===== config.mk =====
export PLATFORM = sky130hd
export DESIGN_NAME = memory_matrix_round_ctrl
export DESIGN_NICKNAME = d
export VERILOG_FILES = /design/src/rtl/memory_matrix_round_ctrl_pkg.sv /design/src/rtl/memory_matrix_round_ctrl_countdown.sv /design/src/rtl/memory_matrix_round_ctrl.sv
export SDC_FILE = /design/constraint.sdc
export NUM_CORES = 1
export LEC_CHECK = 0
export CAP_MARGIN = 20
export CELL_PAD_IN_SITES_DETAIL_PLACEMENT = 0
export CELL_PAD_IN_SITES_GLOBAL_PLACEMENT = 2
export CORE_MARGIN = 4
export CORE_UTILIZATION = 32
export DETAILED_ROUTE_END_ITERATION = 7
export PLACE_DENSITY = 0.8
export SLEW_MARGIN = 5
export SYNTH_ARGS = -nofsm -noshare
export SYNTH_HDL_FRONTEND = slang
export SYNTH_HIERARCHICAL = 1
export SYNTH_SLANG_ARGS = --single-unit

===== constraint.sdc =====
create_clock -name clk -period 2.44 [get_ports clk]
set_input_delay 0.61 -clock clk [delete_from_list [all_inputs] [get_ports clk]]
set_output_delay 0.61 -clock clk [all_outputs]
set_load 0.01 [all_outputs]

===== src/rtl/memory_matrix_round_ctrl_pkg.sv =====
// Shared types and helpers for the memory-matrix round controller.
package memory_matrix_round_ctrl_pkg;

  // Widest board the one-hot helper accepts; narrower boards are zero-extended.
  localparam int MM_MAX_TILES = 32;

  // Round FSM states, 4-bit encoding.
  typedef enum logic [3:0] {
    S_IDLE       = 4'd0,
    S_START_WAIT = 4'd1,
    S_LOAD       = 4'd2,
    S_DISPLAY    = 4'd3,
    S_PLAY       = 4'd4,
    S_CHECK      = 4'd5,
    S_WIN        = 4'd6,
    S_LOSE       = 4'd7,
    S_END_WAIT   = 4'd8
  } mm_state_e;

  // Classification of an accepted guess.
  typedef enum logic [1:0] {
    G_INVALID = 2'd0,  // zero or more than one bit set
    G_HIT     = 2'd1,  // tile in solution, not yet revealed
    G_REPEAT  = 2'd2,  // tile already revealed
    G_MISS    = 2'd3   // tile not in solution
  } mm_gcls_e;

  // True when exactly one bit is set; bit scan only, no arithmetic on the board.
  function automatic logic is_onehot(input logic [MM_MAX_TILES-1:0] v);
    logic seen;
    logic multi;
    seen  = 1'b0;
    multi = 1'b0;
    for (int i = 0; i < MM_MAX_TILES; i++) begin
      if (v[i]) begin
        if (seen) multi = 1'b1;
        seen = 1'b1;
      end
    end
    return seen && !multi;
  endfunction

endpackage


===== src/rtl/memory_matrix_round_ctrl_countdown.sv =====
// Preview timer: loadable down-counter with a terminal-count (zero) flag.
module memory_matrix_round_ctrl_countdown #(
  parameter int WIDTH = 8
) (
  input  logic             clk,
  input  logic             reset,
  input  logic             load,
  input  logic             enable,
  input  logic [WIDTH-1:0] load_value,
  output logic             zero
);

  logic [WIDTH-1:0] count;

  // Load has priority; counting stops at zero so the flag stays asserted.
  always_ff @(posedge clk or negedge reset) begin
    if (!reset) begin
      count <= '0;
    end else if (load) begin
      count <= load_value;
    end else if (enable && (count != '0)) begin
      count <= count - WIDTH'(1);
    end
  end

  assign zero = (count == '0);

endmodule


===== src/rtl/memory_matrix_round_ctrl.sv =====
// Round controller for the memory-matrix game: preview the solution, take
// one-hot guesses, reveal hits, spend budget on misses, report win/lose.
//
// state      | meaning
// -----------+-----------------------------------------------------------
// IDLE       | waiting for start press
// START_WAIT | start pressed, waiting for release
// LOAD       | latch solution and budget, arm the preview timer (1 cycle)
// DISPLAY    | show solution until the preview timer expires
// PLAY       | accept one guess strobe
// CHECK      | guess result visible; decide WIN / LOSE / PLAY
// WIN        | board complete, hold win and show solution
// LOSE       | budget exhausted, hold lose and show solution
// END_WAIT   | restart pressed, waiting for release
module memory_matrix_round_ctrl
  import memory_matrix_round_ctrl_pkg::*;
#(
  parameter int N_TILES        = 8,
  parameter int GUESS_W        = 4,
  parameter int MAX_GUESSES    = 8,
  parameter int DISPLAY_CYCLES = 100_000_000
) (
  input  logic               clk,
  input  logic               reset,
  input  logic               start,
  input  logic [N_TILES-1:0] solution_board,
  input  logic [GUESS_W-1:0] guesses_init,
  input  logic [N_TILES-1:0] guess,
  input  logic               guess_valid,
  output logic               guess_ready,
  output logic [N_TILES-1:0] board_led,
  output logic [GUESS_W-1:0] guesses_left,
  output logic               hit,
  output logic               win,
  output logic               lose,
  output logic               busy
);

  localparam int TIMER_W = (DISPLAY_CYCLES > 1) ? $clog2(DISPLAY_CYCLES) : 1;
  localparam logic [TIMER_W-1:0] TIMER_LOAD     = TIMER_W'(DISPLAY_CYCLES - 1);
  localparam logic [GUESS_W-1:0] BUDGET_DEFAULT = GUESS_W'(MAX_GUESSES);

  mm_state_e          state;
  mm_gcls_e           g_cls;
  logic [N_TILES-1:0] sol;
  logic [N_TILES-1:0] revealed;
  logic               timer_zero;

  memory_matrix_round_ctrl_countdown #(
    .WIDTH(TIMER_W)
  ) u_preview_timer (
    .clk       (clk),
    .reset     (reset),
    .load      (state == S_LOAD),
    .enable    (state == S_DISPLAY),
    .load_value(TIMER_LOAD),
    .zero      (timer_zero)
  );

  // Classify the presented guess against the latched solution and revealed set.
  always_comb begin
    g_cls = G_INVALID;
    if (is_onehot(MM_MAX_TILES'(guess))) begin
      if ((guess & sol) == '0)           g_cls = G_MISS;
      else if ((guess & revealed) != '0) g_cls = G_REPEAT;
      else                               g_cls = G_HIT;
    end
  end

  // Round FSM with board/budget registers; every output is registered here.
  always_ff @(posedge clk or negedge reset) begin
    if (!reset) begin
      state        <= S_IDLE;
      sol          <= '0;
      revealed     <= '0;
      guesses_left <= '0;
      board_led    <= '0;
      guess_ready  <= 1'b0;
      hit          <= 1'b0;
      win          <= 1'b0;
      lose         <= 1'b0;
      busy         <= 1'b0;
    end else begin
      hit <= 1'b0;
      case (state)
        S_IDLE: begin
          if (start) begin
            state <= S_START_WAIT;
            busy  <= 1'b1;
          end
        end
        S_START_WAIT: begin
          if (!start) state <= S_LOAD;
        end
        S_LOAD: begin
          sol          <= solution_board;
          revealed     <= '0;
          guesses_left <= (guesses_init == '0) ? BUDGET_DEFAULT : guesses_init;
          board_led    <= solution_board;
          state        <= S_DISPLAY;
        end
        S_DISPLAY: begin
          if (timer_zero) begin
            state       <= S_PLAY;
            board_led   <= revealed;
            guess_ready <= 1'b1;
          end
        end
        S_PLAY: begin
          if (guess_valid) begin
            state       <= S_CHECK;
            guess_ready <= 1'b0;
            case (g_cls)
              G_HIT: begin
                revealed  <= revealed | guess;
                board_led <= revealed | guess;
                hit       <= 1'b1;
              end
              G_MISS: begin
                if (guesses_left != '0) guesses_left <= guesses_left - GUESS_W'(1);
              end
              default: ;
            endcase
          end
        end
        S_CHECK: begin
          // A completed board wins before an empty budget is considered.
          if (revealed == sol) begin
            state     <= S_WIN;
            win       <= 1'b1;
            board_led <= sol;
          end else if (guesses_left == '0) begin
            state     <= S_LOSE;
            lose      <= 1'b1;
            board_led <= sol;
          end else begin
            state       <= S_PLAY;
            guess_ready <= 1'b1;
          end
        end
        S_WIN, S_LOSE: begin
          if (start) begin
            state     <= S_END_WAIT;
            win       <= 1'b0;
            lose      <= 1'b0;
            board_led <= '0;
          end
        end
        S_END_WAIT: begin
          if (!start) begin
            state <= S_IDLE;
            busy  <= 1'b0;
          end
        end
        default: begin
          state <= S_IDLE;
        end
      endcase
    end
  end

endmodule


# Word level (Yosys, flattened, before mapping)
# Cells that the tools add are included.
# word_totals
reg_bits	64
elab_cells	133
# classes
add_sub_neg	2
eq_ne	25
muxes	66
n_bitwise	3
reduce_logical	26
# ops
operator	n
$mux W27	2
$mux W8	6
$mux W4	10
$pmux W8 S5	1
$mux W1	35
$pmux W4 S8	1
$logic_not A27 Y1	1
$reduce_bool A27 Y1	1
$sub A27 B1 Y27 const B	1
$ne A2 B2 Y1 const B	12
$and A8 B8 Y8	2
$eq A4 B3 Y1 const B	4
$pmux W8 S2	1
$logic_not A4 Y1	3
$reduce_and A6 Y1	2
$mux W2	5
$reduce_and A3 Y1	3
$eq A4 B2 Y1 const B	2
$eq A8 B8 Y1	1
$logic_not A8 Y1	1
$or A8 B8 Y8	1
$pmux W4 S2	1
$reduce_and A4 Y1	2
$reduce_bool A2 Y1	4
other kinds (17)	20

# Longest topological paths before layout
# Gate-level depths: netlist of the first run.
# logic_depth
depth_word	22
ltp_mapped	11
mapped_depth_nobuf	11

# Hierarchy
# The synthesis of the first run kept the hierarchy.
# modules_own_cells
module	n_inst	cells_per_inst	area_per_inst_um2	seq_area_each_um2
memory_matrix_round_ctrl	1	265	2319.7	925.9
memory_matrix_round_ctrl_countdown	1	187	1685.4	675.6

# Least setup slack after synthesis of the first run
# No wires, ideal clock.
# synth_timing
path_type	reg2reg
startpoint	register u_preview_timer.count[20]
endpoint	register board_led[0]
setup_time_ns	0.125
arrival_time_ns	2.392
required_time_ns	2.315
slack_ns	-0.077
stages_incl_launch_ff	9
n_path_buf	0
path_cell_list	dfrtp_1 nor4_1 nand2_1 nor4_1 nor4bb_1 nor3_1 o211a_1 o21ai_4 mux2_4
# synth_via
elab_chain_len	3
# synth_rtl
element	line_no	text
start, declared	memory_matrix_round_ctrl_countdown.sv:13	logic [WIDTH-1:0] count;
start signal, assigned	memory_matrix_round_ctrl_countdown.sv:20	count <= load_value;
start signal, assigned	memory_matrix_round_ctrl_countdown.sv:22	count <= count - WIDTH'(1);
$logic_not A27 Y1	memory_matrix_round_ctrl_countdown.sv:26	assign zero = (count == '0);
via timer_zero	memory_matrix_round_ctrl.sv:47	logic timer_zero;
$ne A2 B2 Y1 (no source line)	--	
$reduce_and A6 Y1 (no source line)	--	
end signal, assigned	memory_matrix_round_ctrl.sv:99	board_led <= solution_board;
end signal, assigned	memory_matrix_round_ctrl.sv:105	board_led <= revealed;
end signal, assigned	memory_matrix_round_ctrl.sv:116	board_led <= revealed | guess;
end, declared	memory_matrix_round_ctrl.sv:31	output logic [N_TILES-1:0] board_led,
# The timed path passes the listed nets, and every way through them passes these cells.
# A chain may end at the register's enable or synchronous reset.

# Final worst setup path of the first run
# layout_timing
startpoint	input guess[0]
endpoint	register board_led[6]
# layout_via
elab_chain_len	21
# layout_rtl
element	line_no	text
start, declared	memory_matrix_round_ctrl.sv:28	input logic [N_TILES-1:0] guess,
$mux W1	memory_matrix_round_ctrl_pkg.sv:35	if (v[i]) begin
$mux W1	memory_matrix_round_ctrl_pkg.sv:36	if (seen) multi = 1'b1;
$mux W1	memory_matrix_round_ctrl_pkg.sv:35	
$mux W1	memory_matrix_round_ctrl_pkg.sv:36	
$mux W1	memory_matrix_round_ctrl_pkg.sv:35	
$mux W1	memory_matrix_round_ctrl_pkg.sv:36	
$mux W1	memory_matrix_round_ctrl_pkg.sv:35	
$mux W1	memory_matrix_round_ctrl_pkg.sv:36	
(+5 left out)	--	
$mux W1	memory_matrix_round_ctrl_pkg.sv:36	
$mux W1	memory_matrix_round_ctrl_pkg.sv:35	
$logic_not A1 Y1	memory_matrix_round_ctrl_pkg.sv:40	return seen && !multi;
$logic_and A1 B1 Y1	memory_matrix_round_ctrl_pkg.sv:40	
$mux W2 (*)	memory_matrix_round_ctrl.sv:63	if (is_onehot(MM_MAX_TILES'(guess))) begin
$eq A2 B1 Y1 (*)	memory_matrix_round_ctrl.sv:113	case (g_cls)
$ne A2 B1 Y1 (no source line) (*)	--	
$reduce_and A6 Y1 (no source line) (*)	--	
end signal, assigned	memory_matrix_round_ctrl.sv:116	
end signal, assigned	memory_matrix_round_ctrl.sv:131	board_led <= sol;
end signal, assigned	memory_matrix_round_ctrl.sv:135	board_led <= sol;
# Every way passes the cells marked *; elsewhere a longest branch is shown, timed or not.

==> results of run 1 <==
## sequential cells by signal, indices dropped and copies added, names as in the netlist
name                   flops
guess_ready                1
busy                       1
lose                       1
win                        1
revealed                   8
state                      4
board_led                  8
guesses_left               4
u_preview_timer/count     27
hit                        1
sol                        8
## critical path: cells and delay by family
family | cells | cell delay [ns]
and+or+nand+nor | 3 | 0.96
buffers and inverters | 1 | 0.19
AOI/OAI and AO/OA | 2 | 0.60
muxes | 1 | 0.33
## where the power goes
| group | switching, mW | total (mW) | internal, mW |
|---|---|---|---|
| Clock | 0.520 | 1.43 | 0.906 |
| Combinational | 1.41 | 2.90 | 1.49 |
| Sequential | 0.407 | 1.89 | 1.48 |
| Total | 2.34 | 6.21 | 3.88 |
## per-layer routing
| metal | vias to the layer above | part of all wire, % | GRT usage, % |
|---|---|---|---|
| li1 | 1909 | - | - |
| met1 | 1828 | 45 | 20.38 |
| met2 | 65 | 49 | 27.65 |
| met3 | 10 | 4.1 | 3.959 |
| met4 | 0 | 1.0 | 4.724 |
| met5 | - | 0 | 0 |
## final timing paths
kind | depth (start not counted) | to | slack (ns)
worst min-delay path | 2 | guesses_left[1]$_DFFE_PN0P_ | 0.29
worst max-delay path | 7 | board_led[6]$_DFFE_PN0P_ | -0.06
worst min register to register | 2 | lose$_DFFE_PN0P_ | 0.51
max in group asynchronous | 2 | board_led[6]$_DFFE_PN0P_ | 1.86
worst max register to register | 11 | board_led[6]$_DFFE_PN0P_ | 0
min in group clk | 2 | lose$_DFFE_PN0P_ | 0.51
## final cells by class
type                       count  area (sq um)  share of cell area [%]
tap                          168         210.2                   3.706
multi-input combinational    382          2500                   44.08
clock buffer                   9         225.2                   3.971
sequential                    64          1602                   28.24
inverter                       7         26.28                  0.4633
clock inverter                 7         105.1                   1.853
timing repair buffer         115          1003                   17.69
## cell families (layout without fill, tap and decap cells)
| kind of cell | count (synthesis) | count (layout) |
|---|---|---|
| DFF | 64 | 64 |
| adders and majority gates | 3 | 3 |
| and+or+nand+nor | 206 | 206 |
| other | 2 | 27 |
| buffers and inverters | 31 | 138 |
| AOI/OAI and AO/OA | 119 | 119 |
| muxes | 9 | 9 |
| xor gates and xnor gates | 18 | 18 |
## what timing repair did
action,4_1_cts,5_1_grt
buffers inserted,13,4
gates resized for setup,15,13
endpoints found under the hold margin,0,0
pin swaps,13,14
setup endpoints to repair,21,22
## cells in the mapped netlist (2+ instances only)
cell type                  count  area share [%]
sky130_fd_sc_hd__nor2b_1       2            0.31
sky130_fd_sc_hd__nand3b_1      2            0.37
sky130_fd_sc_hd__o211ai_1      7             1.3
sky130_fd_sc_hd__a222oi_1      3            0.75
sky130_fd_sc_hd__xor2_1        5             1.1
sky130_fd_sc_hd__ha_1          2            0.62
sky130_fd_sc_hd__nor4b_1       2            0.44
sky130_fd_sc_hd__or3_1         3            0.47
sky130_fd_sc_hd__a22oi_1       4            0.75
sky130_fd_sc_hd__or2_2         4            0.62
sky130_fd_sc_hd__o31ai_1       7             1.3
sky130_fd_sc_hd__and3_1        3            0.47
sky130_fd_sc_hd__a22o_1        2            0.44
sky130_fd_sc_hd__nor3b_1       3            0.56
sky130_fd_sc_hd__xnor2_1      13             2.8
sky130_fd_sc_hd__dfrtp_1      64              40
sky130_fd_sc_hd__mux2_4        8             3.0
sky130_fd_sc_hd__or4_4         2            0.56
sky130_fd_sc_hd__nand4_1       7             1.1
sky130_fd_sc_hd__o41ai_1       3            0.66
sky130_fd_sc_hd__a221o_1       5             1.2
sky130_fd_sc_hd__nand2b_1      6            0.94
sky130_fd_sc_hd__a31oi_1      12             1.9
sky130_fd_sc_hd__or3_4         2            0.56
sky130_fd_sc_hd__and3b_1       2            0.44
sky130_fd_sc_hd__a21oi_1      17             2.1
sky130_fd_sc_hd__o311ai_0      5             1.1
sky130_fd_sc_hd__conb_1        2            0.19
sky130_fd_sc_hd__nand3_1       8             1.0
sky130_fd_sc_hd__or4_1        10             1.9
sky130_fd_sc_hd__o31a_1        2            0.44
sky130_fd_sc_hd__clkbuf_1     22             2.1
sky130_fd_sc_hd__nor3_1       10             1.2
sky130_fd_sc_hd__nor2_1       31             2.9
sky130_fd_sc_hd__o22a_1        2            0.44
sky130_fd_sc_hd__nor4_1        4            0.62
sky130_fd_sc_hd__inv_1         7            0.66
sky130_fd_sc_hd__a211oi_1      2            0.37
sky130_fd_sc_hd__nor4_4        2             1.1
sky130_fd_sc_hd__and2_1        2            0.31
sky130_fd_sc_hd__a221oi_1      2            0.44
sky130_fd_sc_hd__nand2_1      87             8.2
sky130_fd_sc_hd__o21ai_0      33             4.1
sky130_fd_sc_hd__or4b_1        2            0.50
==> results, run 1 <==
- The total of hold buffers inserted after clock tree synthesis is 0.
- The dominant combinational cell family by area after synthesis is simple AND/OR/NAND/NOR gates.
- The max-capacitance violation count is 0.
- The leakage power summed over all cells is 2.342 nW.
- The clock transition at the registers of the reported paths is 0.06 ns.
- The worst setup path is captured at a flop.
- The finished cells cover 0.005672 sq mm.
- The fraction of the core area covered by cells at the end of the flow is 46.83%.
- The number of cells in the design after placement is 725.
- After Yosys synthesis, and, or, nand and nor cells account for 27.68% of the synthesized area.
- The via count of the routed design is 3812.
- At the pin with the least slew margin, the transition time is 0.6579 ns.
- After the flow finishes, the layout carries non-filler instances totaling 752.
- In the layout the commonest cells are sky130_fd_sc_hd__nand2_1 (87), sky130_fd_sc_hd__buf_4 (70), sky130_fd_sc_hd__dfrtp_1 (64).
- The tree is rooted in a sky130_fd_sc_hd__clkbuf_16.
- In this run the worst setup path begins at guess[0].
- The fill cell instance count of the final layout is 1204.
- Counting every instance in the synthesized netlist gives 452.
- Of the total synthesized cell area, the portion taken by full adders, half adders and majority gates is 0.8747%.
- The final cycle utilization of the critical path is 102.5%.
- 0 antenna diodes ended up in the layout.
- The final weighted congestion in routability-driven placement is 0.8151.
- The worst path arrival time is 2.72 ns.
- The count of unresolved DRC violations after routing is 0.
- The core area is 0.01211 sq mm.
- The routed design has 11150 um of wire.
- The worst hold-check slack is 0.2891 ns.
- The wire length of the first global-routing pass is 18840 um.
- STA classifies the critical path startpoint as an input pin.
- The post-route antenna net violation count is 0.
- Dividing total power by cell area gives a power density of 1095 mW/mm^2.
- 41 I/O pins were placed.
- The combined area of all synthesized cells is 0.004005 sq mm.
- The total power after layout is 6.211 mW.
- Adding up every negative setup slack in the final design gives -0.4496 ns.
- The number of global-route vias before repair is 3744.
- The final number of hold-violating endpoints came to 0.
- The post-place instance area is 0.005151 sq mm.
- The number of buffers between clock root and the deepest sink is 2.
- The worst-case IR drop observed on VDD is 0.0005063 V.
- The standard-cell row count is 40.
- The first routing iteration left 249 violations.
- Synthesis instantiated 73 different standard cells from the library.
- The TritonCTS clock tree is built.
- The complex-gate fraction of the synthesized area is 20.90%.
- Measured against the total synthesized area, the mux share comes to 3.249%.
- The highest cell delay on the worst timing path is 0.55 ns.
- The initial utilization of the core area, before any placement, comes to 33.07%.
- In the final routed layout, each cell accounts on average for 14.83 um.
- In this run the critical register-to-register path is launched from u_preview_timer/count[1]$_DFFE_PN0P_.
- The insertion delay to the later sink of the worst-skew pair is 0.33 ns.
- The flip-flop and latch count after synthesis is 64.
- For this run, the top clock speed supported by timing is 0.3997 GHz.
- For the worst setup path, the data required time is 2.66 ns.
- The min-delay analysis places its worst path in the category input pin to asynchronous set/reset pin.
- The type of the worst setup path is input pin to flop.
- At the placement stage, the worst setup path has a slack of -0.5285 ns.
- Compared with the post-synthesis result, the final layout area differs by 41.61%.
- The number of antenna violations at the first check in global routing came to 0.
- The die is 119.9 um wide.
- The count of buffers added on input and output ports is 40.
- Global routing used 16.21% of the available tracks.
- The worst setup slack after layout is -0.06191 ns.
- The final layout net count is 605.
- The minimum clock period after layout is 2.502 ns.
- In this run, synthesis inferred 0 flip-flops with an integrated enable.
- The maximum number of pins on one net before global-route repair is 65.
- The commonest non-fill, non-tap cell in the layout is sky130_fd_sc_hd__nand2_1.
- The mean area per synthesized cell is 8.861 sq um.
- For this run, the leading register cell type out of synthesis is sky130_fd_sc_hd__dfrtp_1.
- The flow ran to the end, but the final reports show violations.
- The number of max-slew violations in the final report is 0.
- Clock tree synthesis found a total of 64 sinks.
- In the final layout, the share of cells above drive strength 1 is 23.46%.
- The die covers 0.01437 sq mm.
- Traced cell by cell, the critical path runs through clkdlybuf4s15_1 > or4_4 > or3_4 > a31oi_4 > nor2_4 > o21ai_4 > mux2_4.
- In this run the worst path has a maximum fanout of 8.
- Counting flops with an async set or reset pin after synthesis yields a share of 100.0%.
- The share of the Yosys chip area taken by registers is 39.99%.
- After detailed routing, the number of vias per cell comes to 5.069.
- The vertical die dimension is 119.9 um.
- The number of buffers added by the clock tree synthesis step is 9.
- Before antenna repair, the detailed router went through 4 iterations.
- The residual overflow from global routing is 0.
- Setup repair after global routing could not meet its margin everywhere.
- On the final layout, the worst clock skew is 0.007716 ns.
- The detailed placer's ending HPWL is 7765 um.
- The worst slew margin relative to its limit is 56.13%.
- The XOR/XNOR share of the synthesized area is 3.936%.
- The maximum level of the CTS H-tree is 3.
- The largest individual stage delay along the critical path comes from the cell sky130_fd_sc_hd__or4_4.
- Yosys printed 6 warnings.
- The checks that failed: setup timing.
- The final number of setup-violating endpoints is 8.
Note: power is estimated with default switching activity, not from simulation.
==> run 2, diff against run 1 <==
--- a/config.mk
+++ b/config.mk
@@ -12,6 +12,7 @@
 export CORE_UTILIZATION = 32
 export DETAILED_ROUTE_END_ITERATION = 7
 export PLACE_DENSITY = 0.8
+export SETUP_SLACK_MARGIN = 0.05
 export SLEW_MARGIN = 5
 export SYNTH_ARGS = -nofsm -noshare
 export SYNTH_HDL_FRONTEND = slang
==> results, run 2 (synthesis gave the netlist of run 1 again) <==
- The post-route antenna net violation count was 0 (unchanged).
- The met2 usage was 27.68% (+0.035 points).
- The worst slew margin relative to its limit is 66.56% (+10 points).
- The highest clock rate is 0.4053 GHz (+1.4%).
- The area of the multi-input gates is 0.002499 sq mm (about the same).
- The standard-cell row count is 40 (unchanged).
- The pin slew with the least headroom to its limit was 0.4889 ns (-0.1690 ns).
- The maximum fanout along the worst path was 8 (unchanged).
- The number of DRC markers in iteration 0 is 254 (+2.0%).
- By startpoint and endpoint, the worst setup path is classified as flop to flop.
- The total power after layout came to 6.276 mW (+1.0%).
- The number of antenna violations at the first check in global routing is 0 (unchanged).
- In the layout the commonest cells are sky130_fd_sc_hd__nand2_1 (87), sky130_fd_sc_hd__buf_4 (73), sky130_fd_sc_hd__dfrtp_1 (64).
- The worst setup slack after layout is -0.02734 ns (+0.03457 ns).
- The tree is rooted in a sky130_fd_sc_hd__clkbuf_16.
- The via count of the routed design is 3845 (+0.87%).
- The max-capacitance violation count is 0 (unchanged).
- The final number of setup-violating endpoints came to 9 (+1).
- The flip-flop count of the largest register after layout came to 27 (unchanged).
- The maximum level of the CTS H-tree is 3 (unchanged).
- The core area is 0.01211 sq mm (unchanged).
- The count of clock tree sinks is 64 (unchanged).
- The die area is 0.01437 sq mm (unchanged).
- The number of detailed-route iterations in the first pass is 5 (+1).
- The fraction of the core area covered by cells at the end of the flow is 47.11% (+0.28 points).
- The residual overflow from global routing is 0 (unchanged).
- The number of buffers added by the clock tree synthesis step was 9 (unchanged).
- The clock transition at the registers of the reported paths is 0.06 ns (about the same).
- The post-layout instance count excluding filler cells is 756 (+0.53%).
- The final cycle utilization of the critical path is 101.1% (-1.4 points).
- The routing layer with the top usage in global route is met2.
- The die width is 119.9 um (unchanged).
- The met3 capacity usage during global routing is 3.959% (unchanged).
- The worst setup path is launched from a flop.
- The worst path arrival time is 2.68 ns (-0.04 ns).
- The number of cells in the design after placement is 725 (unchanged).
- The post-placement worst setup slack is -0.5285 ns (unchanged).
- The I/O pin count is 41 (unchanged).
- The fill cell instance count of the final layout is 1198 (-0.50%).
- The worst hold-check slack is 0.2834 ns (-0.005779 ns).
- The average detailed-routed wire length per instance is 14.83 um (about the same).
- The final number of hold-violating endpoints is 0 (unchanged).
- The maximum number of pins on one net before global-route repair is 65 (unchanged).
- The leakage power summed over all cells was 2.363 nW (+0.87%).
- The cell area power density was 1100 mW/mm^2 (+0.44%).
- The final layout net count came to 609 (+0.66%).
- The effective utilization at floorplan was 33.07% (unchanged).
- The fraction of final layout cells sized beyond drive strength 1 was 24.49% (+1.0 points).
- The final reports fail on setup timing.
- The TritonCTS clock tree is built.
- The worst min-delay path class is input pin to asynchronous set/reset pin.
- The total inserted antenna cells was 0 (unchanged).
- The critical path data required time is 2.66 ns (about the same).
- The detailed placer's ending HPWL is 7765 um (unchanged).
- The vertical die dimension is 119.9 um (unchanged).
- The via density per instance is 5.086 (+0.33%).
- The register ranked first by flip-flop count is u_preview_timer/count.
- Setup repair after global routing could not meet its margin everywhere.
- The peak supply drop came to 0.0005044 V (-0.37%).
- The number of buffers between clock root and the deepest sink is 2 (unchanged).
- The global-route total usage across every layer is 16.21% (unchanged).
- The insertion delay to the later sink of the worst-skew pair was 0.33 ns (about the same).
- The post-place instance area came to 0.005151 sq mm (unchanged).
- The aggregate negative setup slack came to -0.1938 ns (+0.2558 ns).
- The number of max-slew violations in the final report came to 0 (unchanged).
- The count of unresolved DRC violations after routing is 0 (unchanged).
- The number of global-route vias before repair is 3749 (+0.13%).
- The wire length of the first global-routing pass was 18840 um (about the same).
- The final standard cell area without fillers is 0.005705 sq mm (+0.60%).
- The met1 routing resource usage after global routing was 20.35% (-0.030 points).
- The final weighted congestion in routability-driven placement is 0.8151 (unchanged).
- The worst setup path is captured at a flop.
- The commonest non-fill, non-tap cell in the layout is sky130_fd_sc_hd__nand2_1.
- The area added between synthesis and finish is 42.46%.
- The final wirelength is 11220 um (+0.58%).
- The number of buffer cells added on primary ports was 40 (unchanged).
- The flow ran to the end, but the final reports show violations.
- The minimum clock period after layout is 2.467 ns (-0.03457 ns).
- The total of hold buffers inserted after clock tree synthesis is 0 (unchanged).
- The post-route clock skew is 0.007493 ns (-0.0002226 ns).
- The area of all sequential standard cells is 0.001602 sq mm (unchanged).
-- run 2: cell count changes in the layout (fill, tap and decap cells not counted), sizes merged --
cell,previous run,this run
buf,76,80
clkbuf,9,11
clkdlybuf4s50,34,33
dlygate4sd2,2,1
-- run 2: worst max-delay path, cell delays in order, from the launching register on --
cell and delay (ns):
sky130_fd_sc_hd__dfrtp_1 0.39, sky130_fd_sc_hd__inv_2 0.07, sky130_fd_sc_hd__ha_4 0.12, sky130_fd_sc_hd__nor3b_4 0.20, sky130_fd_sc_hd__nand2_1 0.10, sky130_fd_sc_hd__nor4_2 0.28
sky130_fd_sc_hd__buf_4 0.17, sky130_fd_sc_hd__nor4bb_2 0.05, sky130_fd_sc_hd__nor3_2 0.19, sky130_fd_sc_hd__o211a_1 0.24, sky130_fd_sc_hd__o21ai_4 0.08, sky130_fd_sc_hd__buf_12 0.15
sky130_fd_sc_hd__mux2_4 0.29
-- run 2: path summary, 6_finish.rpt --
check                      depth (start not counted)                                  from  slack, ns                           to
max reg2reg                                       12  u_preview_timer/count[1]$_DFFE_PN0P_      -0.03     board_led[6]$_DFFE_PN0P_
max in group asynchronous                          2                                 reset       1.86     board_led[6]$_DFFE_PN0P_
min reg2reg                                        2                      lose$_DFFE_PN0P_       0.51             lose$_DFFE_PN0P_
min                                                2                                 reset       0.28  guesses_left[0]$_DFFE_PN0P_
min in group clk                                   2                      lose$_DFFE_PN0P_       0.51             lose$_DFFE_PN0P_
max                                               12  u_preview_timer/count[1]$_DFFE_PN0P_      -0.03     board_led[6]$_DFFE_PN0P_
-- run 2: final cells by class --
class / instances / share of cell area (%)
inverter: 7 / 0.4605
sequential: 64 / 28.07
multi-input combinational: 382 / 43.79
timing repair buffer: 119 / 18.20
tap: 168 / 3.684
clock inverter: 7 / 1.842
clock buffer: 9 / 3.947
-- run 2: layer usage --
metal  vias up  part of all wire [%]
li1       1911                     -
met1      1840                    45
met2        82                    49
met3        12                   4.5
met4         0                   1.2
met5         -                     0
-- run 2: power breakdown --
part	internal [mW]	total [mW]	switching, mW
logic	1.54	2.96	1.43
registers	1.48	1.89	0.408
clock network	0.906	1.43	0.520
-- run 2: repair_timing --
action                     CTS  global route
setup endpoints to repair   22            24
buffers inserted            12             3
cloned                       0             0
gates resized for setup     20            14
pin swaps                   15            12
